===== src/rtl/cache_pkg.sv =====
// Shared state encoding and default geometry for the direct-mapped cache controller.
package cache_pkg;

    localparam int unsigned DEF_TAG_WIDTH    = 26;
    localparam int unsigned DEF_SET_WIDTH    = 2;
    localparam int unsigned DEF_OFFSET_WIDTH = 4;
    localparam int unsigned ADDR_WIDTH       = 32;
    localparam int unsigned DATA_WIDTH       = 32;
    localparam int unsigned CNT_WIDTH        = 32;

    typedef enum logic [1:0] {
        ST_IDLE      = 2'd0,
        ST_COMPARE   = 2'd1,
        ST_WRITEBACK = 2'd2,
        ST_REFILL    = 2'd3
    } cache_state_t;

endpackage


===== src/rtl/cache_perf_cnt.sv =====
// Free-running hit/miss counters; wrap naturally at 2^CNT_WIDTH.
module cache_perf_cnt
    import cache_pkg::*;
(
    input  logic                 clk,
    input  logic                 resetn,
    input  logic                 hit_inc,
    input  logic                 miss_inc,
    output logic [CNT_WIDTH-1:0] hit_cnt,
    output logic [CNT_WIDTH-1:0] miss_cnt
);

    always_ff @(posedge clk or negedge resetn) begin
        if (!resetn) begin
            hit_cnt  <= '0;
            miss_cnt <= '0;
        end else begin
            if (hit_inc)  hit_cnt  <= hit_cnt + CNT_WIDTH'(1);
            if (miss_inc) miss_cnt <= miss_cnt + CNT_WIDTH'(1);
        end
    end

endmodule


===== src/rtl/cache_ctrl.sv =====
// Direct-mapped write-back cache controller driving an external line store and word-wide memory.
// Optional performance counters are built only when CACHE_PERF_CNT_EN is defined.
module cache_ctrl
    import cache_pkg::*;
#(
    parameter int unsigned TAG_WIDTH    = DEF_TAG_WIDTH,
    parameter int unsigned SET_WIDTH    = DEF_SET_WIDTH,
    parameter int unsigned OFFSET_WIDTH = DEF_OFFSET_WIDTH
) (
    input  logic                    clk,
    input  logic                    resetn,
    input  logic                    cpu_req,
    input  logic                    cpu_wr,
    input  logic [ADDR_WIDTH-1:0]   cpu_addr,
    input  logic [DATA_WIDTH-1:0]   cpu_wdata,
    output logic                    cpu_ready,
    output logic [DATA_WIDTH-1:0]   cpu_rdata,
    output logic [SET_WIDTH-1:0]    ln_sel,
    output logic [OFFSET_WIDTH-3:0] ln_offset,
    output logic                    ln_w_en,
    output logic                    ln_set_valid,
    output logic                    ln_set_dirty,
    output logic [TAG_WIDTH-1:0]    ln_set_tag,
    output logic [DATA_WIDTH-1:0]   ln_wdata,
    input  logic                    ln_valid,
    input  logic                    ln_dirty,
    input  logic [TAG_WIDTH-1:0]    ln_tag,
    input  logic [DATA_WIDTH-1:0]   ln_rdata,
    output logic                    mem_req,
    output logic                    mem_wr,
    output logic [ADDR_WIDTH-1:0]   mem_addr,
    output logic [DATA_WIDTH-1:0]   mem_wdata,
    input  logic                    mem_ack,
    input  logic [DATA_WIDTH-1:0]   mem_rdata,
    output logic [CNT_WIDTH-1:0]    hit_cnt,
    output logic [CNT_WIDTH-1:0]    miss_cnt
);

    localparam int unsigned WORD_W = OFFSET_WIDTH - 2;
    localparam logic [WORD_W-1:0] LAST_WORD = '1;

    cache_state_t            state_q, state_d;
    logic [WORD_W-1:0]       word_cnt_q, cnt_d;
    logic                    req_wr_q;
    logic [TAG_WIDTH-1:0]    req_tag_q;
    logic [SET_WIDTH-1:0]    req_set_q;
    logic [WORD_W-1:0]       req_off_q;
    logic [DATA_WIDTH-1:0]   req_wdata_q;
    logic                    refilled_q;
    logic                    line_hit;
    logic                    hit_c;
    logic                    miss_c;
    logic                    last_word;

    assign line_hit  = ln_valid && (ln_tag == req_tag_q);
    assign last_word = (word_cnt_q == LAST_WORD);

    // The compare that closes a refill is the tail of a miss, not a new hit.
    assign hit_c  = (state_q == ST_COMPARE) && line_hit && !refilled_q;
    assign miss_c = (state_q == ST_COMPARE) && !line_hit;

    always_ff @(posedge clk or negedge resetn) begin
        if (!resetn) begin
            state_q     <= ST_IDLE;
            word_cnt_q  <= '0;
            req_wr_q    <= 1'b0;
            req_tag_q   <= '0;
            req_set_q   <= '0;
            req_off_q   <= '0;
            req_wdata_q <= '0;
            refilled_q  <= 1'b0;
        end else begin
            state_q    <= state_d;
            word_cnt_q <= cnt_d;
            if (state_q == ST_IDLE && cpu_req) begin
                req_wr_q    <= cpu_wr;
                req_tag_q   <= cpu_addr[ADDR_WIDTH-1 -: TAG_WIDTH];
                req_set_q   <= cpu_addr[OFFSET_WIDTH +: SET_WIDTH];
                req_off_q   <= cpu_addr[2 +: WORD_W];
                req_wdata_q <= cpu_wdata;
                refilled_q  <= 1'b0;
            end else if (state_q == ST_REFILL && state_d == ST_COMPARE) begin
                refilled_q  <= 1'b1;
            end
        end
    end

    // Next-state and bus outputs; everything idles at zero outside an active phase.
    always_comb begin
        state_d      = state_q;
        cnt_d        = word_cnt_q;
        cpu_ready    = 1'b0;
        cpu_rdata    = '0;
        ln_sel       = '0;
        ln_offset    = '0;
        ln_w_en      = 1'b0;
        ln_set_valid = 1'b0;
        ln_set_dirty = 1'b0;
        ln_set_tag   = '0;
        ln_wdata     = '0;
        mem_req      = 1'b0;
        mem_wr       = 1'b0;
        mem_addr     = '0;
        mem_wdata    = '0;

        case (state_q)
            ST_IDLE: begin
                if (cpu_req) state_d = ST_COMPARE;
            end

            ST_COMPARE: begin
                ln_sel    = req_set_q;
                ln_offset = req_off_q;
                if (line_hit) begin
                    cpu_ready = 1'b1;
                    state_d   = ST_IDLE;
                    if (req_wr_q) begin
                        ln_w_en      = 1'b1;
                        ln_set_valid = 1'b1;
                        ln_set_dirty = 1'b1;
                        ln_set_tag   = ln_tag;
                        ln_wdata     = req_wdata_q;
                    end else begin
                        cpu_rdata = ln_rdata;
                    end
                end else if (ln_valid && ln_dirty) begin
                    state_d = ST_WRITEBACK;
                end else begin
                    state_d = ST_REFILL;
                end
            end

            ST_WRITEBACK: begin
                ln_sel    = req_set_q;
                ln_offset = word_cnt_q;
                mem_req   = 1'b1;
                mem_wr    = 1'b1;
                mem_addr  = {ln_tag, req_set_q, word_cnt_q, 2'b00};
                mem_wdata = ln_rdata;
                if (mem_ack) begin
                    if (last_word) begin
                        cnt_d   = '0;
                        state_d = ST_REFILL;
                    end else begin
                        cnt_d = word_cnt_q + WORD_W'(1);
                    end
                end
            end

            ST_REFILL: begin
                ln_sel    = req_set_q;
                ln_offset = word_cnt_q;
                mem_req   = 1'b1;
                mem_addr  = {req_tag_q, req_set_q, word_cnt_q, 2'b00};
                if (mem_ack) begin
                    // Line stays invalid until its final word lands.
                    ln_w_en      = 1'b1;
                    ln_set_valid = last_word;
                    ln_set_tag   = req_tag_q;
                    ln_wdata     = mem_rdata;
                    if (last_word) begin
                        cnt_d   = '0;
                        state_d = ST_COMPARE;
                    end else begin
                        cnt_d = word_cnt_q + WORD_W'(1);
                    end
                end
            end

            default: state_d = ST_IDLE;
        endcase
    end

    logic unused_addr;
    assign unused_addr = ^cpu_addr[1:0];

`ifdef CACHE_PERF_CNT_EN
    cache_perf_cnt u_perf_cnt (
        .clk      (clk),
        .resetn   (resetn),
        .hit_inc  (hit_c),
        .miss_inc (miss_c),
        .hit_cnt  (hit_cnt),
        .miss_cnt (miss_cnt)
    );
`else
    assign hit_cnt  = '0;
    assign miss_cnt = '0;

    logic unused_perf;
    assign unused_perf = hit_c ^ miss_c;
`endif

endmodule


===== config.mk =====
export PLATFORM = sky130hd
export DESIGN_NAME = cache_ctrl
export DESIGN_NICKNAME = d
export VERILOG_FILES = /design/src/rtl/cache_pkg.sv /design/src/rtl/cache_perf_cnt.sv /design/src/rtl/cache_ctrl.sv
export SDC_FILE = /design/constraint.sdc
export NUM_CORES = 1
export LEC_CHECK = 0
export BUFFER_PORTS_ARGS = -buffer_cell sky130_fd_sc_hd__clkbuf_2
export CAP_MARGIN = 20
export CORE_AREA = 2 2 151 153
export DETAILED_ROUTE_END_ITERATION = 8
export DIE_AREA = 0 0 153 155
export HOLD_SLACK_MARGIN = 0.1
export PLACE_DENSITY = 0.5
export SLEW_MARGIN = 40
export SYNTH_ARGS = -nofsm -noshare
export SYNTH_HDL_FRONTEND = slang
export SYNTH_SLANG_ARGS = --single-unit

===== constraint.sdc =====
create_clock -name clk -period 2.7 [get_ports clk]
set_input_delay 0.27 -clock clk [delete_from_list [all_inputs] [get_ports clk]]
set_output_delay 0.27 -clock clk [all_outputs]
set_load 0.1 [all_outputs]

Word level (Yosys, flattened, before mapping)
Index checks and enable logic that the tools add are counted.
{ "word_totals": {"word_cells": 61, "ff_bits": 67, "output_inout_bits": 228} }
{ "classes": {"add_sub_neg": 1, "mux": 35, "n_eq_ne": 10, "reduce_logical": 8} }
{ "ops": {"columns": ["operator", "count"], "rows": [
  ["$mux 32", 7],
  ["$pmux 32 s2", 2],
  ["$mux 26", 3],
  ["$pmux 26 s2", 1],
  ["$eq 26x26->1", 1],
  ["$mux 2", 8],
  ["$mux 1", 10],
  ["$ne 2x2->1 const B", 5],
  ["$pmux 2 s4", 1],
  ["$eq 2x2->1 const B", 3],
  ["$reduce_and 5->1", 1],
  ["$pmux 1 s2", 2],
  ["$pmux 2 s2", 1],
  ["$logic_and 1x1->1", 3],
  ["$reduce_or 3->1", 1],
  ["$add 2x1->2 const B", 1],
  ["$eq 2x1->1 const B", 1],
  ["$logic_not 2->1", 1],
  ["$reduce_and 2->1", 1],
  ["$reduce_or 2->1", 1]
]} }

Depth between registers and ports, before layout
{ "depth": {"ltp_word": 4, "depth_mapped": 8} }

Least setup slack after synthesis
Ideal clock, no wire load.
{ "synth_path": {"path_type": "reg2out", "from": "reg state_q[0]", "to": "out ln_offset[1]", "path_slack_ps": -2457, "stages_incl_launch_ff": 9, "t_arrival_ps": 4887, "path_buffers": 2, "path_cell_list": "dfrtp_1 > inv_1 > ha_1 > clkbuf_1 > or2_2 > clkbuf_1 > and2_1 > a21oi_1 > nor2_1"} }
{ "synth_between": {"elab_chain_len": 3} }
{ "synth_lines": {"columns": ["item", "line_no", "text"], "rows": [
  ["from (decl)", "cache_ctrl.sv:42", "cache_state_t state_q, state_d;"],
  ["from (signal assigned)", "cache_ctrl.sv:73", "state_q <= state_d;"],
  ["$eq 2x2->1", "cache_ctrl.sv:106", "case (state_q)"],
  ["$reduce_or 2->1 (no source line)", null, null],
  ["$pmux 2 s2 *", "cache_ctrl.sv:106", null],
  ["to (decl)", "cache_ctrl.sv:19", "output logic [OFFSET_WIDTH-3:0] ln_offset,"]
]} }
Every way passes the cells marked *; elsewhere a longest branch is shown, timed or not.

Worst setup path after layout
{ "layout_path": {"from": "reg req_tag_q[14]", "to": "out ln_wdata[5]"} }
{ "layout_between": {"elab_chain_len": 4} }
{ "layout_lines": {"columns": ["item", "line_no", "text"], "rows": [
  ["from (decl)", "cache_ctrl.sv:45", "logic [TAG_WIDTH-1:0] req_tag_q;"],
  ["from (signal assigned)", "cache_ctrl.sv:77", "req_tag_q <= cpu_addr[ADDR_WIDTH-1 -: TAG_WIDTH];"],
  ["$eq 26x26->1", "cache_ctrl.sv:55", "assign line_hit = ln_valid && (ln_tag == req_tag_q);"],
  ["$logic_and 1x1->1", "cache_ctrl.sv:55", null],
  ["$mux 32", "cache_ctrl.sv:114", "if (line_hit) begin"],
  ["$pmux 32 s2", "cache_ctrl.sv:106", null],
  ["to (decl)", "cache_ctrl.sv:24", "output logic [DATA_WIDTH-1:0] ln_wdata,"]
]} }
Every way passes these cells.

==> metrics.md <==
| Metric | Value |
|---|---|
| Run status | `finished with violations` |
| Violated checks | `negative setup slack` |
| CTS Buf Count | `9` |
| Post-synthesis sequential area ratio | `between 30% and 40%` |
| Capture point of the worst reg-to-reg path | `state_q[0]` |
| Final worst setup slack | `-156.1 ps` |
| Input/output buffers | `320` |
| HP Start | `cpu_wdata[9]` |
| H-tree lvl count | `3` |
| Post-route antenna net violation count | `0` |
| Unrepaired setup endpoints after global routing | `true` |
| Dominant combinational cell family by area after synthesis | `compound AO/OA/AOI/OAI gates` |
| CP delay by family, top | `simple AND/OR/NAND/NOR gates` |
| Critical Path RT | `between 2000 and 2500 ps` |
| Number of filler cells placed in the layout | `2105` |
| Cell taking the most area after synthesis | `sky130_fd_sc_hd__dfrtp_1` |
| Root Driver | `sky130_fd_sc_hd__clkbuf_16` |
| Vias in the first global route | `4816` |
| Synthesis Warnings | `0` |
| Clock transition at the registers of the reported paths | `70 ps` |
| Maximum clock rate | `350.1 MHz` |
| Share of the cycle needed by the critical path after routing | `105.8%` |
| Critical Path Max Stage Delay | `approximately 600 ps` |
| Starting Density | `a little over a fifth` |
| Number of vias in the routed layout | `4751` |
| Clk sinks | `67` |
| Floorplan die height | `~160 um` |
| Synthesized-area fraction occupied by ao, oa, aoi and oai cells | `roughly 17%` |
| Clock tree from TritonCTS | `built` |
| Pwr per Cell Area | `roughly 1100 nW/um^2` |
| Master of the slowest instance on the critical path | `sky130_fd_sc_hd__or4_4` |
| Gr usage total | `between 10% and 20%` |
| Detail-routed net length per standard cell | `roughly 19 um` |
| Commonest cells in the netlist | `82 x sky130_fd_sc_hd__a22o_1, 70 x sky130_fd_sc_hd__and2_1, 67 x sky130_fd_sc_hd__dfrtp_1` |
| Final Power | `approximately 10000 uW` |
| Number of antenna violations at the first check in global routing | `0` |
| Critical Path Fanout Max | `7` |
| Reg2Reg Depth | `6` |
| Average vias per placed instance | `4.375` |
| CORE AREA | `around 22000 um^2` |
| Drt initial violations | `99` |
| Area fraction in and, or, nand and nor cells after synthesis | `around 12%` |
| Count of pins over their slew limit | `0` |
| Clock period minus final worst setup slack | `2856 ps` |
| Post-synth cell types | `33` |
| Clock Latency Late Sink | `approximately 340 ps` |
| R2R Path Start | `state_q[0]` |
| Reg-to-reg slack, setup | `680 ps` |
| Worst Tran Pin Value | `around 700 ps` |
| Number of instances in the synthesized netlist | `457` |
| Arrival @ worst endpoint | `around 2600 ps` |
| Flops & latches, synth | `67` |
| Mean cell area of the mapped netlist | `around 11 um^2` |
| Fraction of the mapped netlist area in adder cells | `~1.6%` |
| Worst Setup Start Kind | `flip-flop` |
| Ranking of synthesized cells by area | `sky130_fd_sc_hd__dfrtp_1 35%, sky130_fd_sc_hd__mux2_2 15%, sky130_fd_sc_hd__a22o_1 15%` |
| Final hold violations | `0` |
| Syn-to-layout area delta | `105.3%` |
| ANT cells | `0` |
| Slew headroom | `a little over half` |
| Synthesized area | `4805 um^2` |
| Most numerous cell in the Yosys netlist | `sky130_fd_sc_hd__a22o_1` |
| P_leak | `between 0.004 and 0.005 uW` |
| Global placer's final weighted congestion | `roughly 0.76` |
| Number of enable-type register cells in the synthesized netlist | `0` |
| Critical path origin | `req_tag_q[14]` |
| Area enclosed by the die boundary | `23720 um^2` |
| Tightest Hold Check Type | `in -> reg` |
| Total detailed-routing wirelength | `roughly 21000 um` |
| Share of the core filled with cells | `between 40% and 50%` |
| Sequence of cells on the critical path | `xnor2_2, nand4_1, or4_4, nor3_4, buf_12, clkbuf_16, a22o_4, buf_12` |
| Kind of capture point of the worst setup path | `primary output` |
| Xor/xnor share of the synthesized area | `around 4.7%` |
| Max_cap viols | `0` |
| Hold-critical path endpoint | `req_wdata_q[9]` |
| Hold depth | `2` |
| Cell with the most instances on the worst path | `sky130_fd_sc_hd__buf_12` |
| Number of nets in the layout | `about 960` |
| Count of buffer and inverter cells on the critical path | `3` |
| Worst-case clock skew | `10.06 ps` |
| Share of the synthesized area in the top cell type | `34.90%` |
| Width of the die | `153 um` |
| Site row count | `55` |
| Detailed placer's ending HPWL | `15060 um` |
| First-pass iteration count of the detailed router | `4` |
| DRC violations left | `0` |
| Max Root-Sink Buffers | `2` |
| Peak ir drop on the vdd network | `between 0.0005 and 0.0006 V` |
| Fraction of layout cells with a size suffix above 1 | `69.91%` |
| Overflow after GRT | `0` |
| # IOs | `between 300 and 400` |
| Most used flip-flop cell after synthesis | `sky130_fd_sc_hd__dfrtp_1` |
| FFs w/ async S/R, synth | `100.0%` |
| Multiplexer share of the synthesized area | `around 15%` |
| Maximum number of pins on one net before global-route repair | `a little under 70` |
| Final setup violation count | `between 90 and 100` |
| Worst setup timing slack at the placement stage | `a little over 30 ps` |
| First-pass GRT wire length | `29140 um` |
| Crit Path Category | `reg -> out` |
-- state kept, by name (all words and copies together) (netlist names) --
signal and count:
req_off_q 2, req_tag_q 26, req_set_q 2, req_wdata_q 32, req_wr_q 1, word_cnt_q 2
state_q 2
-- placed cells by master (no fill, tap or decap), types with 5 or more instances in the layout --
master                        n
sky130_fd_sc_hd__conb_1      66
sky130_fd_sc_hd__ha_1         5
sky130_fd_sc_hd__dfrtp_1     64
sky130_fd_sc_hd__mux2_2      64
sky130_fd_sc_hd__and2_1      35
sky130_fd_sc_hd__clkbuf_2   192
sky130_fd_sc_hd__xor2_1      10
sky130_fd_sc_hd__and2_4      34
sky130_fd_sc_hd__xnor2_1      9
sky130_fd_sc_hd__buf_4       21
sky130_fd_sc_hd__a22o_4      58
sky130_fd_sc_hd__a22o_1      25
sky130_fd_sc_hd__xnor2_2      6
sky130_fd_sc_hd__clkbuf_16   16
sky130_fd_sc_hd__buf_12     135
-- area by class of cell --
class                      count  area, um^2  area share (%)
multi-input combinational    351        3396           34.42
tap                          285       356.6           3.615
clock inverter                 6       42.54          0.4313
sequential                    67        1680           17.03
timing repair buffer         364        4149           42.06
inverter                       4       15.01          0.1522
clock buffer                   9       225.2           2.283
-- report_power, final --
group | switching, uW | internal (uW)
Clock | 498 | 619
Combinational | 4740 | 2570
Sequential | 474 | 1530
Total | 5720 | 4720
-- how the worst max path moves through the flow --
| stage | endpoint | slack, ps | cells after the start |
|---|---|---|---|
| after detailed placement | ln_wdata[17] | 30 | 7 |
| after global routing | ln_wdata[5] | -220 | 8 |
| after CTS | ln_wdata[7] | -150 | 8 |
| after global placement | ln_wdata[0] | 20 | 7 |
| after floorplan | cpu_ready | -70 | 5 |
| final | ln_wdata[5] | -160 | 8 |
-- metal layers --
layer  track usage (%)  vias to the layer above  share of wire [%]
met4             4.938                        0                2.0
met5                 0                        -                  0
met2             29.00                      260                 52
li1                  -                     2189                  -
met1             17.52                     2276                 36
met3             6.713                       26                 10
-- stage by stage --
step                hold WS, ps  instances  TNS (ps)  instance area, um^2
finish                    154.9       1086    -11900                 9864
global route              151.9       1086    -17210                 9864
CTS                       143.3       1069     -9248                 9276
detailed placement        348.6       1042         0                 8638
global placement          488.4       1042         0                 8635
floorplan                -25.59        522    -69.90                 5266
-- repair_timing --
item | 4_1_cts | 5_1_grt
endpoints found under the hold margin | 67 | 0
cloned | 3 | 8
endpoints found under the setup margin | 94 | 93
resized for setup | 55 | 51
hold buffers | 1 | 0
buffers inserted | 8 | 9
pin swaps | 9 | 28
-- worst reg2reg max path: stages (launching register included) --
cell and delay [ps]:
sky130_fd_sc_hd__dfrtp_1 370, sky130_fd_sc_hd__inv_1 130, sky130_fd_sc_hd__ha_4 300, sky130_fd_sc_hd__or2_2 420, sky130_fd_sc_hd__a21oi_1 390, sky130_fd_sc_hd__o211ai_1 160
sky130_fd_sc_hd__o221ai_1 170
-- cell families after synthesis --
logic type               after synthesis
AO/OA/AOI/OAI                         94
adder cells (fa/ha/maj)                6
AND/OR/NAND/NOR                       95
other                                  1
multiplexers                          64
buffers and inverters                104
flip-flops                            67
XOR/XNOR                              26
Note: power is estimated with default switching activity, not from simulation.
